<file path="src/rtl/usb_tx_pkg.sv">
// ---------------------------------------------------------------------------
// usb_tx_pkg
// Shared types and constants for the USB transmit path.
//   tx_stuff_state_t : state encoding of the bit-stuffer/serializer FSM
//   DATA_W_DEF       : default byte width shifted per load
//   STUFF_RUN_DEF    : default run of consecutive 1s that forces an inserted 0
//   J_IDLE_BIT       : level driven toward the NRZI encoder when the line idles
// ---------------------------------------------------------------------------
package usb_tx_pkg;

    localparam int DATA_W_DEF    = 8;
    localparam int STUFF_RUN_DEF = 6;

    localparam logic J_IDLE_BIT = 1'b1;

    // IDLE  : nothing to send, waiting for the hold register to fill
    // LOAD  : single cycle moving the held byte into the shift register
    // SEND  : shifting data bits, one per bit strobe
    // STUFF : emitting an inserted 0 after a full run of 1s
    // DONE  : last bit has been held a full bit time, return the line to J
    typedef enum logic [2:0] {
        IDLE,
        LOAD,
        SEND,
        STUFF,
        DONE
    } tx_stuff_state_t;

endpackage : usb_tx_pkg

</file>
<file path="src/rtl/tx_byte_hold_reg.sv">
// ---------------------------------------------------------------------------
// tx_byte_hold_reg
// One-entry valid/ready holding register with a "last byte" flag. Decouples
// the packet builder from the serializer so the next byte can be waiting by
// the time the current byte has been shifted out.
// Ports:
//   clk_i, rst_i    : clock and asynchronous active-high reset
//   data_i, last_i  : incoming byte and its end-of-packet qualifier
//   valid_i         : incoming byte valid
//   ready_o         : register empty, a byte is accepted when valid_i&&ready_o
//   pop_i           : consumer takes the held byte this cycle
//   full_o          : a byte is held
//   data_o, last_o  : held byte and its end-of-packet qualifier
// ---------------------------------------------------------------------------
module tx_byte_hold_reg
    import usb_tx_pkg::*;
#(
    parameter int DATA_W = DATA_W_DEF
) (
    input  logic              clk_i,
    input  logic              rst_i,
    input  logic [DATA_W-1:0] data_i,
    input  logic              last_i,
    input  logic              valid_i,
    output logic              ready_o,
    input  logic              pop_i,
    output logic              full_o,
    output logic [DATA_W-1:0] data_o,
    output logic              last_o
);

    logic              full_q, full_d;
    logic [DATA_W-1:0] data_q, data_d;
    logic              last_q, last_d;
    logic              push;

    // Ready comes straight from the full flop, so it is glitch-free and
    // never depends on the consumer in the same cycle. Because a push needs
    // the register empty and a pop needs it full, the two can never collide.
    assign ready_o = !full_q;
    assign push    = valid_i && ready_o;

    // Capture a new byte on a successful handshake; release the entry when
    // the consumer pops it. Contents are left alone otherwise.
    always_comb begin
        full_d = full_q;
        data_d = data_q;
        last_d = last_q;
        if (push) begin
            full_d = 1'b1;
            data_d = data_i;
            last_d = last_i;
        end else if (pop_i) begin
            full_d = 1'b0;
        end
    end

    // Storage flops for the single entry.
    always_ff @(posedge clk_i or posedge rst_i) begin
        if (rst_i) begin
            full_q <= 1'b0;
            data_q <= '0;
            last_q <= 1'b0;
        end else begin
            full_q <= full_d;
            data_q <= data_d;
            last_q <= last_d;
        end
    end

    assign full_o = full_q;
    assign data_o = data_q;
    assign last_o = last_q;

endmodule : tx_byte_hold_reg

</file>
<file path="src/rtl/tx_bit_stuffer.sv">
// ---------------------------------------------------------------------------
// tx_bit_stuffer
// USB transmit bit stuffer / serializer. Takes packet bytes (SYNC first)
// over a valid/ready handshake, shifts them out LSB first at one bit per
// bit strobe, and inserts a 0 after every STUFF_RUN consecutive 1s. Sits
// between the packet builder and the NRZI encoder.
// Ports:
//   clk_i            : system clock, rising edge
//   rst_i            : asynchronous active-high reset
//   bit_strobe_i     : one-cycle pulse per USB bit time
//   tx_byte_i        : next packet byte
//   tx_byte_valid_i  : tx_byte_i / tx_last_i valid
//   tx_last_i        : tx_byte_i is the final byte of the packet
//   tx_byte_ready_o  : hold register empty
//   stuffed_bit_o    : serial bit toward the NRZI encoder
//   tx_active_o      : stuffed_bit_o carries packet bits
//   is_stuff_o       : stuffed_bit_o is an inserted 0
//   pkt_done_o       : one-cycle pulse, packet fully shifted
//   underrun_o       : one-cycle pulse, next byte missing, packet aborted
// ---------------------------------------------------------------------------
module tx_bit_stuffer
    import usb_tx_pkg::*;
#(
    parameter int DATA_W    = DATA_W_DEF,
    parameter int STUFF_RUN = STUFF_RUN_DEF
) (
    input  logic              clk_i,
    input  logic              rst_i,
    input  logic              bit_strobe_i,
    input  logic [DATA_W-1:0] tx_byte_i,
    input  logic              tx_byte_valid_i,
    input  logic              tx_last_i,
    output logic              tx_byte_ready_o,
    output logic              stuffed_bit_o,
    output logic              tx_active_o,
    output logic              is_stuff_o,
    output logic              pkt_done_o,
    output logic              underrun_o
);

    localparam int CW = $clog2(DATA_W + 1);
    localparam int OW = $clog2(STUFF_RUN + 1);

    localparam logic [CW-1:0] CNT_FULL = CW'(DATA_W);
    localparam logic [CW-1:0] LAST_IDX = CW'(DATA_W - 1);
    localparam logic [OW-1:0] ONES_LIM = OW'(STUFF_RUN - 1);

    tx_stuff_state_t   state_q, state_d;
    logic [DATA_W-1:0] shift_q, shift_d;
    logic              last_q, last_d;
    logic [CW-1:0]     bit_cnt_q, bit_cnt_d;
    logic [OW-1:0]     ones_cnt_q, ones_cnt_d;
    logic              stuffed_bit_q, stuffed_bit_d;
    logic              tx_active_q, tx_active_d;
    logic              is_stuff_q, is_stuff_d;
    logic              pkt_done_q, pkt_done_d;
    logic              underrun_q, underrun_d;

    logic              hold_full;
    logic [DATA_W-1:0] hold_data;
    logic              hold_last;
    logic              hold_pop;

    logic              late_fetch;
    logic [DATA_W-1:0] send_word;
    logic              send_last;
    logic [CW-1:0]     send_cnt;
    logic              send_bit;
    logic              resolve_end;

    tx_byte_hold_reg #(
        .DATA_W (DATA_W)
    ) u_hold (
        .clk_i   (clk_i),
        .rst_i   (rst_i),
        .data_i  (tx_byte_i),
        .last_i  (tx_last_i),
        .valid_i (tx_byte_valid_i),
        .ready_o (tx_byte_ready_o),
        .pop_i   (hold_pop),
        .full_o  (hold_full),
        .data_o  (hold_data),
        .last_o  (hold_last)
    );

    // A byte that finished with nothing waiting parks SEND with bit_cnt at
    // DATA_W. If a byte arrives before the next strobe it is shifted out
    // directly from the hold register; otherwise that strobe is the underrun.
    // This mux picks the word the SEND state is working on.
    always_comb begin
        late_fetch = (bit_cnt_q == CNT_FULL);
        send_word  = late_fetch ? hold_data : shift_q;
        send_last  = late_fetch ? hold_last : last_q;
        send_cnt   = late_fetch ? '0 : bit_cnt_q;
        send_bit   = send_word[0];
    end

    // Next-state and output logic. Everything except IDLE->LOAD and the LOAD
    // step itself only moves on a bit strobe, so the registered outputs
    // change exactly one cycle after a strobe. A stuff decision wins over a
    // byte end; the byte end is then resolved after the stuff bit goes out.
    always_comb begin
        state_d       = state_q;
        shift_d       = shift_q;
        last_d        = last_q;
        bit_cnt_d     = bit_cnt_q;
        ones_cnt_d    = ones_cnt_q;
        stuffed_bit_d = stuffed_bit_q;
        tx_active_d   = tx_active_q;
        is_stuff_d    = is_stuff_q;
        pkt_done_d    = 1'b0;
        underrun_d    = 1'b0;
        hold_pop      = 1'b0;
        resolve_end   = 1'b0;

        unique case (state_q)
            IDLE: begin
                if (hold_full) begin
                    state_d = LOAD;
                end
            end

            LOAD: begin
                hold_pop   = 1'b1;
                shift_d    = hold_data;
                last_d     = hold_last;
                bit_cnt_d  = '0;
                ones_cnt_d = '0;
                state_d    = SEND;
            end

            SEND: begin
                if (bit_strobe_i) begin
                    if (late_fetch && !hold_full) begin
                        underrun_d    = 1'b1;
                        tx_active_d   = 1'b0;
                        is_stuff_d    = 1'b0;
                        stuffed_bit_d = J_IDLE_BIT;
                        shift_d       = '0;
                        bit_cnt_d     = '0;
                        ones_cnt_d    = '0;
                        state_d       = IDLE;
                    end else begin
                        hold_pop      = late_fetch;
                        last_d        = send_last;
                        stuffed_bit_d = send_bit;
                        tx_active_d   = 1'b1;
                        is_stuff_d    = 1'b0;
                        shift_d       = send_word >> 1;
                        bit_cnt_d     = send_cnt + 1'b1;
                        ones_cnt_d    = send_bit ? ones_cnt_q + 1'b1 : '0;
                        if (send_bit && (ones_cnt_q == ONES_LIM)) begin
                            state_d = STUFF;
                        end else if (send_cnt == LAST_IDX) begin
                            resolve_end = 1'b1;
                        end
                    end
                end
            end

            STUFF: begin
                if (bit_strobe_i) begin
                    stuffed_bit_d = 1'b0;
                    is_stuff_d    = 1'b1;
                    ones_cnt_d    = '0;
                    if (bit_cnt_q == CNT_FULL) begin
                        resolve_end = 1'b1;
                    end else begin
                        state_d = SEND;
                    end
                end
            end

            DONE: begin
                if (bit_strobe_i) begin
                    tx_active_d   = 1'b0;
                    is_stuff_d    = 1'b0;
                    stuffed_bit_d = J_IDLE_BIT;
                    pkt_done_d    = 1'b1;
                    state_d       = IDLE;
                end
            end

            default: begin
                state_d = IDLE;
            end
        endcase

        // Byte boundary: finish the packet, chain straight into the held byte
        // with no gap bit (the 1s run carries across), or park waiting for
        // one more strobe's worth of time before declaring an underrun.
        if (resolve_end) begin
            if (last_d) begin
                state_d = DONE;
            end else if (hold_full && !hold_pop) begin
                hold_pop  = 1'b1;
                shift_d   = hold_data;
                last_d    = hold_last;
                bit_cnt_d = '0;
                state_d   = SEND;
            end else begin
                bit_cnt_d = CNT_FULL;
                state_d   = SEND;
            end
        end
    end

    // State, datapath and registered outputs.
    always_ff @(posedge clk_i or posedge rst_i) begin
        if (rst_i) begin
            state_q       <= IDLE;
            shift_q       <= '0;
            last_q        <= 1'b0;
            bit_cnt_q     <= '0;
            ones_cnt_q    <= '0;
            stuffed_bit_q <= 1'b0;
            tx_active_q   <= 1'b0;
            is_stuff_q    <= 1'b0;
            pkt_done_q    <= 1'b0;
            underrun_q    <= 1'b0;
        end else begin
            state_q       <= state_d;
            shift_q       <= shift_d;
            last_q        <= last_d;
            bit_cnt_q     <= bit_cnt_d;
            ones_cnt_q    <= ones_cnt_d;
            stuffed_bit_q <= stuffed_bit_d;
            tx_active_q   <= tx_active_d;
            is_stuff_q    <= is_stuff_d;
            pkt_done_q    <= pkt_done_d;
            underrun_q    <= underrun_d;
        end
    end

    assign stuffed_bit_o = stuffed_bit_q;
    assign tx_active_o   = tx_active_q;
    assign is_stuff_o    = is_stuff_q;
    assign pkt_done_o    = pkt_done_q;
    assign underrun_o    = underrun_q;

endmodule : tx_bit_stuffer

</file>
<file path="config.mk">
export PLATFORM = sky130hd
export DESIGN_NAME = tx_bit_stuffer
export DESIGN_NICKNAME = d
export VERILOG_FILES = /design/src/rtl/usb_tx_pkg.sv /design/src/rtl/tx_byte_hold_reg.sv /design/src/rtl/tx_bit_stuffer.sv
export SDC_FILE = /design/constraint.sdc
export NUM_CORES = 1
export LEC_CHECK = 0
export ABC_AREA = 1
export BUFFER_PORTS_ARGS = -buffer_cell sky130_fd_sc_hd__buf_2
export CORE_ASPECT_RATIO = 1.25
export CORE_MARGIN = 4
export CORE_UTILIZATION = 40
export CTS_BUF_LIST = sky130_fd_sc_hd__clkbuf_8
export CTS_CLUSTER_DIAMETER = 80
export DETAILED_ROUTE_END_ITERATION = 10
export MAX_ROUTING_LAYER = met4
export PLACE_DENSITY = 0.55
export SETUP_SLACK_MARGIN = 0.5
export SYNTH_ARGS = -nofsm -noshare
export SYNTH_HDL_FRONTEND = slang
export SYNTH_SLANG_ARGS = --single-unit
export TNS_END_PERCENT = 10
</file>
<file path="constraint.sdc">
create_clock -name clk_i -period 2.2 [get_ports clk_i]
set_input_delay 0.22 -clock clk_i [delete_from_list [all_inputs] [get_ports clk_i]]
set_output_delay 0.22 -clock clk_i [all_outputs]
set_load 0.01 [all_outputs]
</file>
==> results.yml <==
worst_setup_path:
  critPathMaxFanout: 7
  r2r_slack_ns: 0.46
  crit_required_ns: 2.43
  critPathArrivalTime_ns: 1.97
  startpoint_type: "flop"
  endpoint_kind: "flop"
  path_class: "flop to flop"
synthesis:
  synthDistinctLibCells: 31
  ys_seq_area_frac: 0.454
  syn_area_mm2: 0.00187
  ys_warn_count: 0
  synthesis.nets: 244
  avgSynthCellArea_um2: 8.26
  synth_cells: 227
  synth_seq_cells: 34
placed_design:
  place.detailed.hpwl_mm: 3.15
  place_congestion: 0.826
  io_buffers: 18
clock_network:
  clock_sinks: 34
  clkLatencyLatePin_ns: 0.29
  cts.path.max_buffers: 2
  cts.clk_slew.worst_paths_ns: 0.07
  cts_tree: "done"
  cts_hold_buf: 0
  h-tree-depth: 2
  cts_buffers: 5
  root_buffer: "clkbuf_8"
grt:
  grt_pass1_wl_mm: 8.02
  grt_use_total: 0.176
  grt_max_degree: 35
  first_global_vias: 1690
  use_met1: 0.195
  grtUsageMet2: 0.307
  grt_antenna_before_repair: 0
  overflow: 0
  busiest_layer: "met2"
  grt_util_met3: 0.0323
sta:
  min_period_over_period: 0.792
  hold_viol_final: 0
  maxSlewHeadroom: 0.685
  maxSlewViolCount: 0
  hold_ws_ns: 0.0151
  setup_viol: 0
  max_slew.worst_pin.slew_ns: 0.471
  skew_ns: 0.00385
  rsz0062_at_grt: "true"
  finalSetupTns_ns: 0
  fmax_mhz: 574
  period_minus_slack_ns: 1.74
floorplan:
  fp.dieH_um: 84.5
  ios: 19
  core-area_mm2: 0.00446
  rows: 27
  initial_core_util: 0.420
  dieArea_mm2: 0.00585
  die_x_um: 69.2
power:
  peakVddDrop_mv: 0.578
  switching_power_mw: 1.36
  p_per_area_mw_per_mm2: 1320
  seq_power_share: 0.362
  p_comb_frac: 0.484
  swShare: 0.437
  p_leak_nw: 1.18
  p_int_mw: 1.75
  p_clk_frac: 0.154
routing:
  wl_per_cell_um: 14.2
  wirelength_mm: 4.59
  drc: 0
  drtIter0Drc: 54
  drtPass1Iterations: 4
  drtAntennaViolNets: 0
  via_count: 1685
  via_per_inst: 5.20
final_layout:
  layout_common_cells: "56 x nand2_1, 33 x dfrtp_1, 21 x inv_1, 21 x nand3_1, 18 x buf_2"
  drive_gt1_frac: 0.305
  final_common_cell: "nand2_1"
  antenna_cells: 0
  synthToLayoutAreaGrowth_pct: 25.8
  nets: 282
hold_path:
  holdCritPathClass: "primary input to async pin"
run_status:
  status: "complete, no violations"
run:
  maxCapViolations: 0
## final cells by class
type	count	area, um2
sequential	34	852
fill	473	2100
timing repair buffer	36	251
clock inverter	2	8.76
tap	58	72.6
clock buffer	6	82.6
multi-input combinational	163	996
inverter	25	93.8
## Yosys cell counts (all sizes together)
library cell / count / area, um2
o31ai: 1 / 7.51
xor2: 1 / 8.76
o221ai: 1 / 8.76
a211oi: 1 / 12.5
nand3: 29 / 155
nor2: 18 / 85.1
mux2i: 1 / 10.0
clkbuf: 1 / 3.75
o211ai: 1 / 7.51
ha: 4 / 50.1
a32oi: 5 / 43.8
nor3: 1 / 5.00
nand2: 64 / 250
dfrtp: 34 / 851
inv: 24 / 90.1
mux2: 7 / 78.8
a22o: 1 / 8.76
o2111ai: 2 / 17.5
o21ai: 9 / 45.0
a21oi: 9 / 45.0
o22ai: 4 / 25.0
buf: 5 / 40.0
and2: 1 / 6.26
a22oi: 2 / 15.0
clkinv: 1 / 3.75
## registers in the layout (all words and copies together) (netlist names)
register / count
u_hold.full_o: 1
shift_q: 8
u_hold.last_o: 1
underrun_o: 1
state_q: 3
pkt_done_o: 1
bit_cnt_q: 4
last_q: 1
u_hold.data_o: 8
tx_active_o: 1
stuffed_bit_o: 1
ones_cnt_q: 3
is_stuff_o: 1
## layer usage
metal / wire (um) / up-vias
li1: - / 837
met1: 1890 / 811
met2: 2430 / 27
met3: 145 / 10
met4: 129 / 0
met5: 0 / -
## through the flow
| step | std cells | total power, mW | setup WS (ns) | instance area [um2] | utilization |
|---|---|---|---|---|---|
| after floorplan | 227 | 2.03 | 0.538 | 1870 | - |
| after global placement | 304 | 2.37 | 0.329 | 2050 | 0.459 |
| after detailed placement | 304 | 2.38 | 0.243 | 2050 | 0.459 |
| after CTS | 324 | 3.02 | 0.425 | 2280 | 0.512 |
| after global routing | 324 | 3.38 | 0.299 | 2360 | 0.529 |
| final | 324 | 3.11 | 0.457 | 2360 | 0.529 |
## worst max-delay path, stage by stage, from the launching register on
cell	delay (ns)
dfrtp_1	0.39
inv_2	0.07
ha_4	0.16
nand3_4	0.12
nor2_2	0.15
nand2_2	0.08
nand3_1	0.08
nand2_2	0.09
nor2_4	0.22
buf_6	0.18
nand3_1	0.07
nand2_1	0.06
## what timing repair did
item | 4_1_cts | 5_1_grt
setup buffers | 11 | 0
endpoints found under the setup margin | 15 | 18
resized for setup | 16 | 19
pin swaps | 13 | 9
gates cloned | 1 | 0
## power by group through the flow
stage / sequential (mW) / combinational [mW] / clock [mW]
detailed placement: 1.12 / 1.26 / 0
global route: 1.16 / 1.69 / 0.523
finish: 1.12 / 1.50 / 0.478
global placement: 1.11 / 1.25 / 0
floorplan: 1.07 / 0.966 / 0
CTS: 1.10 / 1.42 / 0.498
## cells by family (layout without fill, tap and decap cells)
| family | after synthesis | in the layout | synth area share |
|---|---|---|---|
| flops | 34 | 34 | 0.454 |
| buf+inv | 31 | 69 | 0.0734 |
| mux | 8 | 8 | 0.0474 |
| simple gates | 113 | 114 | 0.268 |
| xor+xnor | 1 | 1 | 0.00467 |
| fa+ha+maj | 4 | 4 | 0.0267 |
| compound gates | 36 | 36 | 0.126 |
## worst paths after layout
kind                                                 from                      endpoint  cells past startpoint
min in group clk_i                           tx_byte_i[5]  u_hold.data_o[5]$_DFFE_PP0P_                      2
max in group asynchronous                           rst_i        state_q[1]$_DFFE_PP0P_                      3
worst min register to register  stuffed_bit_o$_DFFE_PP0P_     stuffed_bit_o$_DFFE_PP0P_                      2
worst max register to register     bit_cnt_q[0]$_DFF_PP0_          shift_q[2]$_DFF_PP0_                     11
worst min-delay path                                rst_i        state_q[0]$_DFFE_PP0P_                      3
worst max-delay path               bit_cnt_q[0]$_DFF_PP0_          shift_q[2]$_DFF_PP0_                     11
(Power assumes the default switching activity.)
